$ cat config.mk
export PLATFORM = sky130hd
export DESIGN_NAME = sf_capture
export DESIGN_NICKNAME = d
export VERILOG_FILES = /design/src/rtl/sf_pkg.sv /design/src/rtl/sf_cap_mem.sv /design/src/rtl/sf_capture.sv
export SDC_FILE = /design/constraint.sdc
export NUM_CORES = 1
export LEC_CHECK = 0
export BUFFER_PORTS_ARGS = -buffer_cell sky130_fd_sc_hd__buf_2
export CORE_AREA = 4 4 196 198
export DETAILED_ROUTE_END_ITERATION = 12
export DIE_AREA = 0 0 200 202
export GPL_TIMING_DRIVEN = 1
export PLACE_DENSITY = 0.73
export RECOVER_POWER = 100
export SYNTH_ARGS = -nofsm -noshare
export SYNTH_HDL_FRONTEND = slang
export SYNTH_HIERARCHICAL = 1
export SYNTH_SLANG_ARGS = --single-unit
$ cat constraint.sdc
create_clock -name clk -period 3.91 [get_ports clk]
set_input_delay 0.1955 -clock clk [delete_from_list [all_inputs] [get_ports clk]]
set_output_delay 0.1955 -clock clk [all_outputs]
set_load 0.05 [all_outputs]
$ cat src/rtl/sf_pkg.sv
// sf_pkg: shared types and defaults for the sf smoothing filter capture path
package sf_pkg;
    localparam int DATA_W = 16;
    typedef enum logic [1:0] {IDLE, CAPTURE, DRAIN} cap_state_t;
    typedef struct packed {
        logic signed [DATA_W-1:0] in_val;
        logic signed [DATA_W-1:0] out_val;
    } pair_t;
endpackage

$ cat src/rtl/sf_cap_mem.sv
// sf_cap_mem: capture storage with a synchronous write port and an asynchronous read port
module sf_cap_mem #(
    parameter int W      = 32,
    parameter int DEPTH  = 16,
    parameter int ADDR_W = $clog2(DEPTH)
) (
    input  logic              clk,
    input  logic              we,
    input  logic [ADDR_W-1:0] wa,
    input  logic [W-1:0]      wd,
    input  logic [ADDR_W-1:0] ra,
    output logic [W-1:0]      rd
);
    logic [W-1:0] mem [DEPTH];
    // unreset array so it maps onto distributed RAM
    always_ff @(posedge clk)
        if (we) mem[wa] <= wd;
    assign rd = mem[ra];
endmodule

$ cat src/rtl/sf_capture.sv
// sf_capture: records a burst of DEPTH (input, output) sample pairs and replays them over valid/ready
import sf_pkg::*;
module sf_capture #(
    parameter int DATA_W = sf_pkg::DATA_W,
    parameter int DEPTH  = 16
) (
    input  logic              clk,
    input  logic              rst,
    input  logic              arm,
    input  logic              abort,
    input  logic [DATA_W-1:0] smp_in,
    input  logic [DATA_W-1:0] smp_out,
    output logic              rd_valid,
    input  logic              rd_ready,
    output logic [DATA_W-1:0] rd_in,
    output logic [DATA_W-1:0] rd_out,
    output logic              rd_last,
    output logic              busy,
    output logic              done
);
    localparam int ADDR_W = $clog2(DEPTH);
    localparam logic [ADDR_W-1:0] LAST = ADDR_W'(DEPTH - 1);
    cap_state_t state, state_n;
    logic [ADDR_W-1:0] wr_ptr, wr_n, rd_ptr, rd_n;
    logic done_n, we;
    logic [2*DATA_W-1:0] rd_pair;
    sf_cap_mem #(.W(2*DATA_W), .DEPTH(DEPTH), .ADDR_W(ADDR_W)) u_mem (
        .clk (clk),
        .we  (we),
        .wa  (wr_ptr),
        .wd  ({smp_in, smp_out}),
        .ra  (rd_ptr),
        .rd  (rd_pair)
    );
    // state, pointers and the done pulse register
    always_ff @(posedge clk) begin
        if (rst) begin
            state  <= IDLE;
            wr_ptr <= '0;
            rd_ptr <= '0;
            done   <= 1'b0;
        end else begin
            state  <= state_n;
            wr_ptr <= wr_n;
            rd_ptr <= rd_n;
            done   <= done_n;
        end
    end
    // next state: abort overrides everything; pointer wrap coincides with the state change
    always_comb begin
        state_n = state;
        wr_n    = wr_ptr;
        rd_n    = rd_ptr;
        done_n  = 1'b0;
        we      = 1'b0;
        if (abort) begin
            state_n = IDLE;
            wr_n    = '0;
            rd_n    = '0;
        end else begin
            case (state)
                IDLE: if (arm) begin
                    state_n = CAPTURE;
                    wr_n    = '0;
                end
                CAPTURE: begin
                    we   = 1'b1;
                    wr_n = wr_ptr + 1'b1;
                    if (wr_ptr == LAST) begin
                        state_n = DRAIN;
                        rd_n    = '0;
                    end
                end
                DRAIN: if (rd_ready) begin
                    rd_n = rd_ptr + 1'b1;
                    if (rd_ptr == LAST) begin
                        state_n = IDLE;
                        done_n  = 1'b1;
                    end
                end
                default: state_n = IDLE;
            endcase
        end
    end
    assign rd_valid = (state == DRAIN);
    assign rd_last  = rd_valid && (rd_ptr == LAST);
    assign busy     = (state != IDLE);
    assign rd_in    = rd_valid ? rd_pair[2*DATA_W-1:DATA_W] : '0;
    assign rd_out   = rd_valid ? rd_pair[DATA_W-1:0] : '0;
endmodule

* Yosys cells after proc, flatten, opt, wreduce, memory -nomap -nowiden
Memory sizes are Yosys's and may differ from the RTL's. A register that Yosys moved wholly into a read port is not among the register bits.
Index checks and enable logic that the tools add are counted.
** Word-level totals
- Flip-flop bits (word level) :: 11
- Output and inout port bits :: 36
- Logic and storage cells :: 46
- Bits of input ports :: 37
- Memories :: 1
- Bits in writable memories :: 512
** Memories
- u_mem.mem :: depth 16, width 32, rd ports 1, clocked after memory_dff 1, wr ports 1, RTL line sf_cap_mem.sv:14 : logic [W-1:0] mem [DEPTH];
** Operators by class
- Equality and inequality tests :: 8
- Mux-type cells :: 19
- Add/subtract/negate cells :: 2
- Reductions and logical operators :: 10
- Bitwise logic cells :: 2
** Operators with widths (number)
- $mux 16 :: 2
- $mux 4 :: 5
- $pmux 4 s2 :: 2
- $add 4x1->4 const B :: 2
- $eq 4x4->1 const B :: 2
- $mux 2 :: 4
- $pmux 2 s3 :: 1
- $reduce_bool 2->1 :: 3
- $mux 1 :: 5
- $ne 2x1->1 const B :: 2
- $ne 2x2->1 const B :: 2
- $reduce_and 4->1 :: 1
- $reduce_or 4->1 :: 1
- $reduce_and 3->1 :: 1
- $eq 2x1->1 const B :: 1
- $eq 2x2->1 const B :: 1
- $logic_not 2->1 :: 1
- $not 1->1 :: 2
- $reduce_and 2->1 :: 1
- $reduce_or 2->1 :: 1
- $logic_and 1x1->1 :: 1

* Logic depth before layout (Yosys ltp)
Gate-level depths: netlist of run 1.
- Depth in word-level cells :: 5
- Depth in mapped cells :: 6
- Depth with buffers taken out :: 4

* Modules after synthesis
Netlist of run 1, hierarchy kept.
** By module, submodules not included
- sf_cap_mem :: instances 1, seq. area each 15374.7 um^2, area each 19213.4 um^2, cells each 806
- sf_capture :: instances 1, seq. area each 220.2 um^2, area each 847.1 um^2, cells each 100

* Least setup slack after synthesis of run 1
OpenSTA, ideal clock, no wires.
- Path kind :: reg-to-reg
- Start point :: register state[1]
- End point :: memory u_mem.mem[0][0] (enable)
- Data required time :: 3.449 ns
- Arrival time :: 3.453 ns
- Slack :: -0.004 ns
- Period minus slack after synthesis :: 3.914 ns
- Buffers on the path :: 1
- Library setup time :: 0.461 ns
- Stages on the path, launching flop included :: 6
- Cell sequence :: dfxtp_1 buf_6 nand2b_4 nor2_1 or3b_2 nor3_1
** On the way
- Cells in the longest elaborated chain, start to end :: 5
** RTL lines
- start: declaration :: RTL line sf_capture.sv:23 : cap_state_t state, state_n;
- start signal: assignment :: RTL line sf_capture.sv:43 : state <= state_n;
- $eq 2x1->1 :: RTL line sf_capture.sv:61 : case (state)
- $mux 1 :: RTL line sf_capture.sv:61
- $mux 1 :: RTL line sf_capture.sv:56 : if (abort) begin
- net we :: RTL line sf_capture.sv:25 : logic done_n, we;
- $mux 1 :: RTL line sf_cap_mem.sv:17 : if (we) mem[wa] <= wd;
- $mux 1 (implied by the code) :: RTL line sf_cap_mem.sv:17
- end: declaration :: RTL line sf_cap_mem.sv:14
The timed path passes the listed nets, and every way through them passes these cells.

* Final worst setup path of run 1
- Start point :: register state[1]
- End point :: memory u_mem.mem[10][17] (enable)
The elaborated chain is that of the path after synthesis.

==> impl_metrics.json, run 1 <==
{
  "status": "finished, violations left",
  "violations": "max-capacitance violations, max-slew violations",
  "crit_top_cell": "nor2_1",
  "ys_warn_count": 6,
  "critical-path-slowest-cell": "nor2_1",
  "die_area_um2": 40400,
  "yosysUniqueCellTypes": 40,
  "crit_chain": "nand2b_1 > nor2_1 > nand3b_1 > nor2_1 > clkbuf_1",
  "power.density_nw_per_um2": 480.9,
  "gp_congestion": 0.7394,
  "post-route-drc-count": 0,
  "hold_path_class": "in -> reg",
  "yosys_register_bits": 523,
  "ys_seq_area_frac": 0.7774,
  "avgRoutedWirePerCell_um": 27.18,
  "synthMuxAreaShare": 0.1447,
  "timing.fmax_ghz": 0.2858,
  "syn_avg_cell_area_um2": 22.14,
  "io_pins": 73,
  "fin_setup_tns_ns": 0,
  "die_h_um": 202,
  "r2r-start": "state[1]$_SDFFE_PP0P_",
  "setup_viol": 0,
  "dp_hpwl_mm": 23.13,
  "layout_commonest_cell": "edfxtp_1",
  "final_cell_area_um2": 22630,
  "ctsRootBufferMaster": "clkbuf_16",
  "cts_buffers": 51,
  "drt_iter0_drc": 908,
  "syn_nets": 945,
  "critPathMaxStageDelay_ns": 1.26,
  "grt_pass1_wl_mm": 62.97,
  "cts.reportedPaths.clkPinSlew_ns": 0.06,
  "ctsResizeCount": 0,
  "cts_sinks": 523,
  "peakVddDrop_mv": 0.3763,
  "antenna_found_initial": 4,
  "fillerInstances": 2457,
  "worstSetupPathType": "reg -> reg",
  "final_cell_mix": "512 x edfxtp_1, 128 x mux4_2, 73 x clkbuf_1, 64 x a22oi_1, 53 x clkbuf_16",
  "endpoint": "u_mem/mem[10][17]$_DFFE_PP_",
  "synth_cells": 906,
  "post-route-min-period_ns": 3.499,
  "ys_async_sr_fraction": 0,
  "first_pass_iters": 4,
  "grt_overflow_total": 0,
  "cp_top_family": "simple AND/OR/NAND/NOR gates",
  "fin_hold_ws_ns": 0.05977,
  "rr_endpoint": "u_mem/mem[10][17]$_DFFE_PP_",
  "synth_xor_area_frac": 0,
  "htreeDepth": 2,
  "fin_crit_sh": 0.8948,
  "p_total_mw": 10.88,
  "worst-path-buf-inv": 1,
  "die_w_um": 200,
  "worstRegToRegCells": 5,
  "synthSimpleGateAreaFrac": 0.03212,
  "area_delta_synth_final_pct": 12.79,
  "place_area_um2": 21190,
  "endpoint_kind": "flop",
  "synth_compound_area_frac": 0.02981,
  "start_kind": "flop",
  "ant_nets": 0,
  "grt_max_degree": 57,
  "clockBufferDepth": 3,
  "worstPathArrival_ns": 3.68,
  "crit_start": "state[1]$_SDFFE_PP0P_",
  "hold_depth": 4,
  "cts_setup_buffers": 0,
  "vias": 9521,
  "worstMarginPinSlew_ns": 2.062,
  "fin_util": 0.6195,
  "nNetsFinal": 1066,
  "p_leak_nw": 6.920,
  "io_buffers": 72,
  "clock_latency_ns": 0.56,
  "grtUsageTotal": 0.2098,
  "synth_top_family_by_area": "multiplexers",
  "rows": 70,
  "grt_pass1_vias": 9914,
  "final_hold_viol_count": 0,
  "wl_mm": 41.66,
  "start_util": 0.5493,
  "skew_ns": 0.01467,
  "rsz0062_at_grt": "no",
  "drv_cap": 5,
  "cp.depth": 5,
  "synth_flop_cell": "edfxtp_1",
  "drt-vias-per-instance": 6.211,
  "cts_tree": "built",
  "core_area_um2": 36520,
  "relSlewSlack": -0.3744,
  "finalMaxSlewViolations": 85,
  "reg2reg_slack_ns": 0.41,
  "syn_area_um2": 20060,
  "synth-edff-count": 512,
  "ctsHoldBuffers": 11,
  "cp.required_ns": 4.09,
  "synth_adder_area_share": 0.001247,
  "crit_fanout": 14,
  "drive_gt1_frac": 0.2476
}
[through the flow]
step	worst slack, ns	instances
finish	0.4113	1533
global route	0.2269	1533
CTS	0.5871	1530
detailed placement	1.156	1431
global placement	1.245	1431
floorplan	0.3351	906
[per-layer routing]
| layer | up-vias | part of all wire | GRT usage |
|---|---|---|---|
| met1 | 5011 | 0.41 | 0.3055 |
| met4 | 2 | 0.020 | 0.05216 |
| met3 | 65 | 0.069 | 0.03784 |
| li1 | 4066 | - | - |
| met2 | 377 | 0.51 | 0.3367 |
| met5 | - | 0.00026 | 0 |
[synthesized netlist by cell type, types with 5 or more instances]
| library cell | count | share of area |
|---|---|---|
| a22oi_1 | 64 | 0.024 |
| buf_1 | 9 | 0.0017 |
| mux4_2 | 128 | 0.14 |
| nor2_1 | 20 | 0.0037 |
| edfxtp_1 | 512 | 0.77 |
| dfxtp_1 | 11 | 0.011 |
| and2_1 | 21 | 0.0065 |
| buf_6 | 7 | 0.0039 |
| buf_4 | 11 | 0.0041 |
| and2_2 | 12 | 0.0045 |
| clkbuf_1 | 17 | 0.0032 |
| nor3_1 | 5 | 0.0012 |
| nand2_1 | 35 | 0.0065 |
| buf_2 | 5 | 0.0012 |
| nand3_1 | 8 | 0.0020 |
[worst min-delay path by stage]
stage	from	endpoint
3_3_place_gp	rd_ready	rd_ptr[1]$_SDFFE_PP0P_
5_1_grt	abort	wr_ptr[3]$_SDFFE_PP0P_
2_1_floorplan	smp_out[0]	u_mem/mem[0][0]$_DFFE_PP_
4_1_cts	smp_in[10]	u_mem/mem[11][26]$_DFFE_PP_
3_5_place_dp	rst	state[1]$_SDFFE_PP0P_
6_report	abort	wr_ptr[3]$_SDFFE_PP0P_
[cell families (layout without fill, tap and decap cells)]
family,after synthesis,in the layout
and+or+nand+nor,119,119
DFF,523,523
AOI/OAI and AO/OA,80,80
buffers and inverters,52,208
other,0,3
muxes,130,130
adders and majority gates,2,2
[power breakdown]
| part | total (mW) | internal, mW | leakage (nW) | switching [mW] |
|---|---|---|---|---|
| clock network | 4.59 | 2.65 | 0.755 | 1.94 |
| logic | 0.128 | 0.0306 | 1.47 | 0.0974 |
| registers | 6.16 | 6.16 | 4.69 | 0.00386 |
| total | 10.9 | 8.84 | 6.92 | 2.04 |
[cell type report]
cell class,instances,area [um2],area share
Antenna cell,3,7.507,0.0003318
Clock buffer,61,1356,0.05995
Clock inverter,27,203.9,0.009014
Inverter,3,11.26,0.0004977
Multi-Input combinational cell,331,4208,0.1860
Sequential cell,523,15600,0.6896
Tap cell,468,585.6,0.02588
Timing Repair Buffer,117,650.6,0.02876
[sequential cells by signal (all words and copies together) (netlist names)]
register	count
done	1
rd_ptr	4
state	2
u_mem/mem	512
wr_ptr	4
[worst min-delay path: stages]
cell and delay [ns]:
buf_2 0.12, nor2_1 0.10, nand2_1 0.08, o21ai_0 0.07
Power figures use the tool's default switching activity.
==> run 2: changes to the inputs <==
CORE_AREA = 4 4 187 189   (was 4 4 196 198)
DIE_AREA = 0 0 191 193   (was 0 0 200 202)
PLACE_DENSITY = 0.76   (was 0.73)
clock period = 3.46 ns   (was 3.91 ns; I/O delays follow)
==> run 2 against run 1 <==
The run now ends clean. Count of clock-buffer cells in the layout rose by 8. Register-to-register slack got worse by 0.03 ns. Design area rose by 0.74%. Die area shrank 8.8%. Setup slack lost 0.11 ns. Core utilization increased by 6.5 points. Critical path depth rose by 1. Combinational power up 25%. Via count grew 1.4%. Largest power group unchanged.
==> impl_metrics.json, run 2 (same netlist as run 1, synthesis figures left out) <==
{
  "rows": 67,
  "critPathMaxStageDelay_ns": 0.58,
  "core_area_um2": 33280,
  "gp_congestion": 0.7692,
  "antennaDiodeCount": 0,
  "critical-path-slowest-cell": "dfxtp_4",
  "dp_hpwl_mm": 23.31,
  "die_w_um": 191,
  "start_kind": "flop",
  "min_from": "abort",
  "antenna_found_initial": 0,
  "worstMarginPinSlew_ns": 1.334,
  "p_leak_nw": 7.036,
  "clock_latency_ns": 0.55,
  "grt_pass1_wl_mm": 63.57,
  "finalMaxSlewViolations": 0,
  "die_area_um2": 36860,
  "drt_iter0_drc": 1092,
  "fin_setup_tns_ns": 0,
  "peakVddDrop_mv": 0.5591,
  "grtUsageTotal": 0.2332,
  "final_hold_viol_count": 0,
  "grt_overflow_total": 0,
  "cts.reportedPaths.clkPinSlew_ns": 0.06,
  "drv_cap": 0,
  "fin_crit_sh": 0.9127,
  "clockBufferDepth": 3,
  "largest_reg_flops": 512,
  "dpl.cell_count": 1413,
  "cp.required_ns": 3.29,
  "htreeDepth": 2,
  "timing.fmax_ghz": 0.3166,
  "worstPathArrival_ns": 2.99,
  "ctsRootBufferMaster": "clkbuf_16",
  "grt_pass1_vias": 10131,
  "status": "complete, no violations",
  "regMostFlops": "u_mem/mem",
  "skew_ns": 0.01055,
  "reg.largest.list": "u_mem/mem: 512 flops, rd_ptr: 4 flops, wr_ptr: 4 flops",
  "r2r-start": "state[1]$_SDFFE_PP0P_",
  "wl_mm": 41.52,
  "fin_cells": 1528,
  "cts_tree": "built",
  "rsz0062_at_grt": "no",
  "power.density_nw_per_um2": 539.2,
  "die_h_um": 193,
  "crit_start": "rd_ptr[1]$_SDFFE_PP0P_",
  "drt-vias-per-instance": 6.321,
  "io_pins": 73,
  "area_delta_synth_final_pct": 13.62,
  "ant_nets": 0,
  "crit_chain": "clkbuf_2 > mux4_2 > a22oi_1 > nand2_1 > and2_1 > clkbuf_1",
  "nNetsFinal": 1079,
  "final_cell_mix": "512 x edfxtp_1, 128 x mux4_2, 74 x clkbuf_1, 64 x a22oi_1, 51 x clkbuf_16",
  "crit_fanout": 23,
  "setup_viol": 0,
  "post-route-min-period_ns": 3.158,
  "grt_max_degree": 39,
  "multiInputGateArea_um2": 4215,
  "ctsResizeCount": 0,
  "worstSetupPathType": "reg -> out",
  "relSlewSlack": 0.1095,
  "io_buffers": 72,
  "avgRoutedWirePerCell_um": 27.17,
  "first_pass_iters": 7,
  "hold_path_class": "in -> reg",
  "endpoint_kind": "output port",
  "vias": 9659,
  "register_area_um2": 15600,
  "drive_gt1_frac": 0.2537,
  "fillerInstances": 2060,
  "start_util": 0.6028,
  "layout_commonest_cell": "edfxtp_1",
  "cts_sinks": 523,
  "cts_buffers": 49,
  "post-route-drc-count": 0
}
run 2: power by group:
group | leakage, nW | internal [mW] | switching (mW)
registers | 4.69 | 6.96 | 0.00498
logic | 1.59 | 0.0441 | 0.116
clock network | 0.754 | 3.00 | 2.16
total | 7.04 | 10.0 | 2.28
run 2: metrics by stage:
stage          utilization  hold slack, ns  instance area (um2)  setup slack [ns]  total power [mW]
2_1_floorplan            -          0.2719                20080            0.4173             7.132
3_3_place_gp        0.6380          0.5131                21230            0.9020             7.235
3_5_place_dp        0.6380          0.5077                21230            0.8675             7.243
4_1_cts             0.6917        0.005166                23020            0.4690             12.40
5_1_grt             0.6849         0.06294                22790            0.1836             12.68
6_report            0.6849         0.02928                22790            0.3019             12.29
run 2: worst paths after layout:
kind,endpoint,slack (ns),depth (start not counted)
max reg2reg,u_mem/mem[7][10]$_DFFE_PP_,0.38,5
min,wr_ptr[3]$_SDFFE_PP0P_,0.03,4
max,rd_in[5],0.30,6
min reg2reg,wr_ptr[3]$_SDFFE_PP0P_,0.59,2
run 2: routing by layer:
metal  up-vias  wire, um  GRT usage
met5         -         0          0
met1      5123     16350     0.3346
met4         0       689    0.05083
li1       4081         -          -
met2       399     21560     0.3933
met3        56      2924    0.03493
run 2: final cells by class:
cell class / count / share of cell area
Tap cell: 448 / 0.02459
Timing Repair Buffer: 132 / 0.03766
Inverter: 3 / 0.0004940
Clock inverter: 22 / 0.008838
Multi-Input combinational cell: 331 / 0.1849
Sequential cell: 523 / 0.6845
Clock buffer: 69 / 0.05896
run 2: repair_timing:
| action | 4_1_cts | 5_1_grt |
|---|---|---|
| buffers inserted | 0 | 0 |
| hold buffers | 24 | 0 |
| hold endpoints to repair | 261 | 0 |
run 2: critical path, delay by kind of cell, from the launching register on:
kind / cells / cell delay [ns]
buffers and inverters: 2 / 0.83
AO/OA/AOI/OAI: 1 / 0.32
flip-flops: 1 / 0.58
AND/OR/NAND/NOR: 2 / 0.27
multiplexers: 1 / 0.39
==> run 3: changes to the inputs <==
MAX_ROUTING_LAYER = met4   (was unset)
clock period = 3.05 ns   (was 3.46 ns; I/O delays follow)
==> run 3 against run 2 <==
Global-route usage increased by 0.76 points. Worst hold slack improved by 0.45 ns. Setup slack got worse by 0.18 ns. Via count is 0.75% higher.
==> impl_metrics.json, run 3 (same netlist as run 1, synthesis figures left out) <==
{
  "io_pins": 73,
  "worstPathArrival_ns": 2.77,
  "start_util": 0.6028,
  "grtUsageTotal": 0.2408,
  "status": "complete, no violations",
  "core_area_um2": 33280,
  "fin_util": 0.6939,
  "nNetsFinal": 1099,
  "die_w_um": 191,
  "largest_reg_flops": 512,
  "p_sw_mw": 2.668,
  "grt_pass1_vias": 10140,
  "grt_overflow_total": 0,
  "drive_gt1_frac": 0.2830,
  "intPower_mw": 11.36,
  "io_buffers": 72,
  "p_total_mw": 14.02,
  "rows": 67,
  "fin_hold_ws_ns": 0.4788,
  "wl_mm": 41.47,
  "cts_sinks": 523,
  "die_h_um": 193,
  "pre_cts_ws_ns": 0.6205,
  "grt_pass1_wl_mm": 63.25,
  "avgRoutedWirePerCell_um": 26.75,
  "fin_crit_sh": 0.9587,
  "p_leak_nw": 7.187,
  "final_cell_area_um2": 23090,
  "setup_viol": 0,
  "power.density_nw_per_um2": 607.2,
  "start_kind": "flop",
  "clockBufferDepth": 3,
  "fin_setup_tns_ns": 0,
  "netSwitchingFraction": 0.1903,
  "drt_iter0_drc": 923,
  "place_area_um2": 21280,
  "grt_max_degree": 52,
  "cp.required_ns": 2.90,
  "worstMarginPinSlew_ns": 1.145,
  "die_area_um2": 36860,
  "endpoint_kind": "output port",
  "dpl.cell_count": 1414,
  "vias": 9731,
  "drv_cap": 0,
  "dp_hpwl_mm": 22.12,
  "hold_path_class": "in -> reg",
  "final_hold_viol_count": 0,
  "p_seq_frac": 0.563,
  "finalMaxSlewViolations": 0,
  "clock_latency_ns": 0.57,
  "ctsResizeCount": 0,
  "cts_tree": "built",
  "fillerInstances": 2049,
  "antenna_found_initial": 2,
  "crit_fanout": 28,
  "drt-vias-per-instance": 6.278,
  "layout_commonest_cell": "edfxtp_1",
  "reg.largest.list": "u_mem/mem: 512 flops, rd_ptr: 4 flops, wr_ptr: 4 flops",
  "area_delta_synth_final_pct": 15.12,
  "final_cell_mix": "512 x edfxtp_1, 128 x mux4_2, 64 x a22oi_1, 53 x clkbuf_1, 52 x clkbuf_16",
  "relSlewSlack": 0.2366,
  "power.clock.fraction": 0.423,
  "htreeDepth": 2,
  "cts_buffers": 52,
  "worstSetupPathType": "reg -> out",
  "post-route-min-period_ns": 2.924,
  "ant_nets": 0,
  "fin_cells": 1550,
  "ctsRootBufferMaster": "clkbuf_16",
  "peakVddDrop_mv": 0.8045,
  "cts.reportedPaths.clkPinSlew_ns": 0.06,
  "comb_power_share": 0.013,
  "worst_slack_ns": 0.1258,
  "regMostFlops": "u_mem/mem",
  "skew_ns": 0.01831,
  "first_pass_iters": 5,
  "post-route-drc-count": 0,
  "timing.fmax_ghz": 0.3420,
  "gp_congestion": 0.7228,
  "rsz0062_at_grt": "no"
}
[run 3: final timing paths]
kind | end | startpoint | cells after the start | slack (ns)
worst max-delay path | rd_out[6] | rd_ptr[1]$_SDFFE_PP0P_ | 6 | 0.13
worst min-delay path | rd_ptr[1]$_SDFFE_PP0P_ | rd_ready | 4 | 0.48
worst max register to register | u_mem/mem[1][16]$_DFFE_PP_ | state[1]$_SDFFE_PP0P_ | 5 | 0.23
worst min register to register | wr_ptr[3]$_SDFFE_PP0P_ | state[0]$_SDFFE_PP0P_ | 2 | 0.58
[run 3: per-layer routing]
metal | vias to the layer above | global-route usage | share of wire
met2 | 412 | 0.3970 | 0.52
met3 | 65 | 0.03169 | 0.067
met1 | 5116 | 0.3295 | 0.39
li1 | 4138 | - | -
met5 | - | - | 0
met4 | 0 | 0.06133 | 0.020
[run 3: critical path, stage by stage, from the launching register on]
cell,delay [ns]
dfxtp_4,0.57
buf_4,0.46
mux4_2,0.38
a22oi_1,0.25
nand2_1,0.11
and2_2,0.18
clkbuf_2,0.23
[run 3: layout make-up]
class,instances,area [um2],area share
diodes,3,7.507,0.0003251
inverters,3,11.26,0.0004876
repair buffers,149,1047,0.04535
well taps,448,560.5,0.02427
clock inverters,25,220.2,0.009535
flip-flops and latches,523,15600,0.6755
clock buffers,68,1361,0.05894
multi-input cells,331,4287,0.1856
[run 3: power groups by stage]
stage | Sequential, mW | Combinational [mW] | Clock [mW]
after floorplan | 8.05 | 0.0378 | 0
after global placement | 8.05 | 0.149 | 0
after detailed placement | 8.05 | 0.159 | 0
after CTS | 7.90 | 0.198 | 6.05
after global routing | 7.90 | 0.211 | 6.38
final | 7.90 | 0.189 | 5.93
[run 3: what timing repair did]
| action | in CTS | in global routing |
|---|---|---|
| setup endpoints to repair | 0 | 6 |
| hold buffers | 36 | 0 |
| buffers inserted | 0 | 4 |
| endpoints found under the hold margin | 519 | 0 |
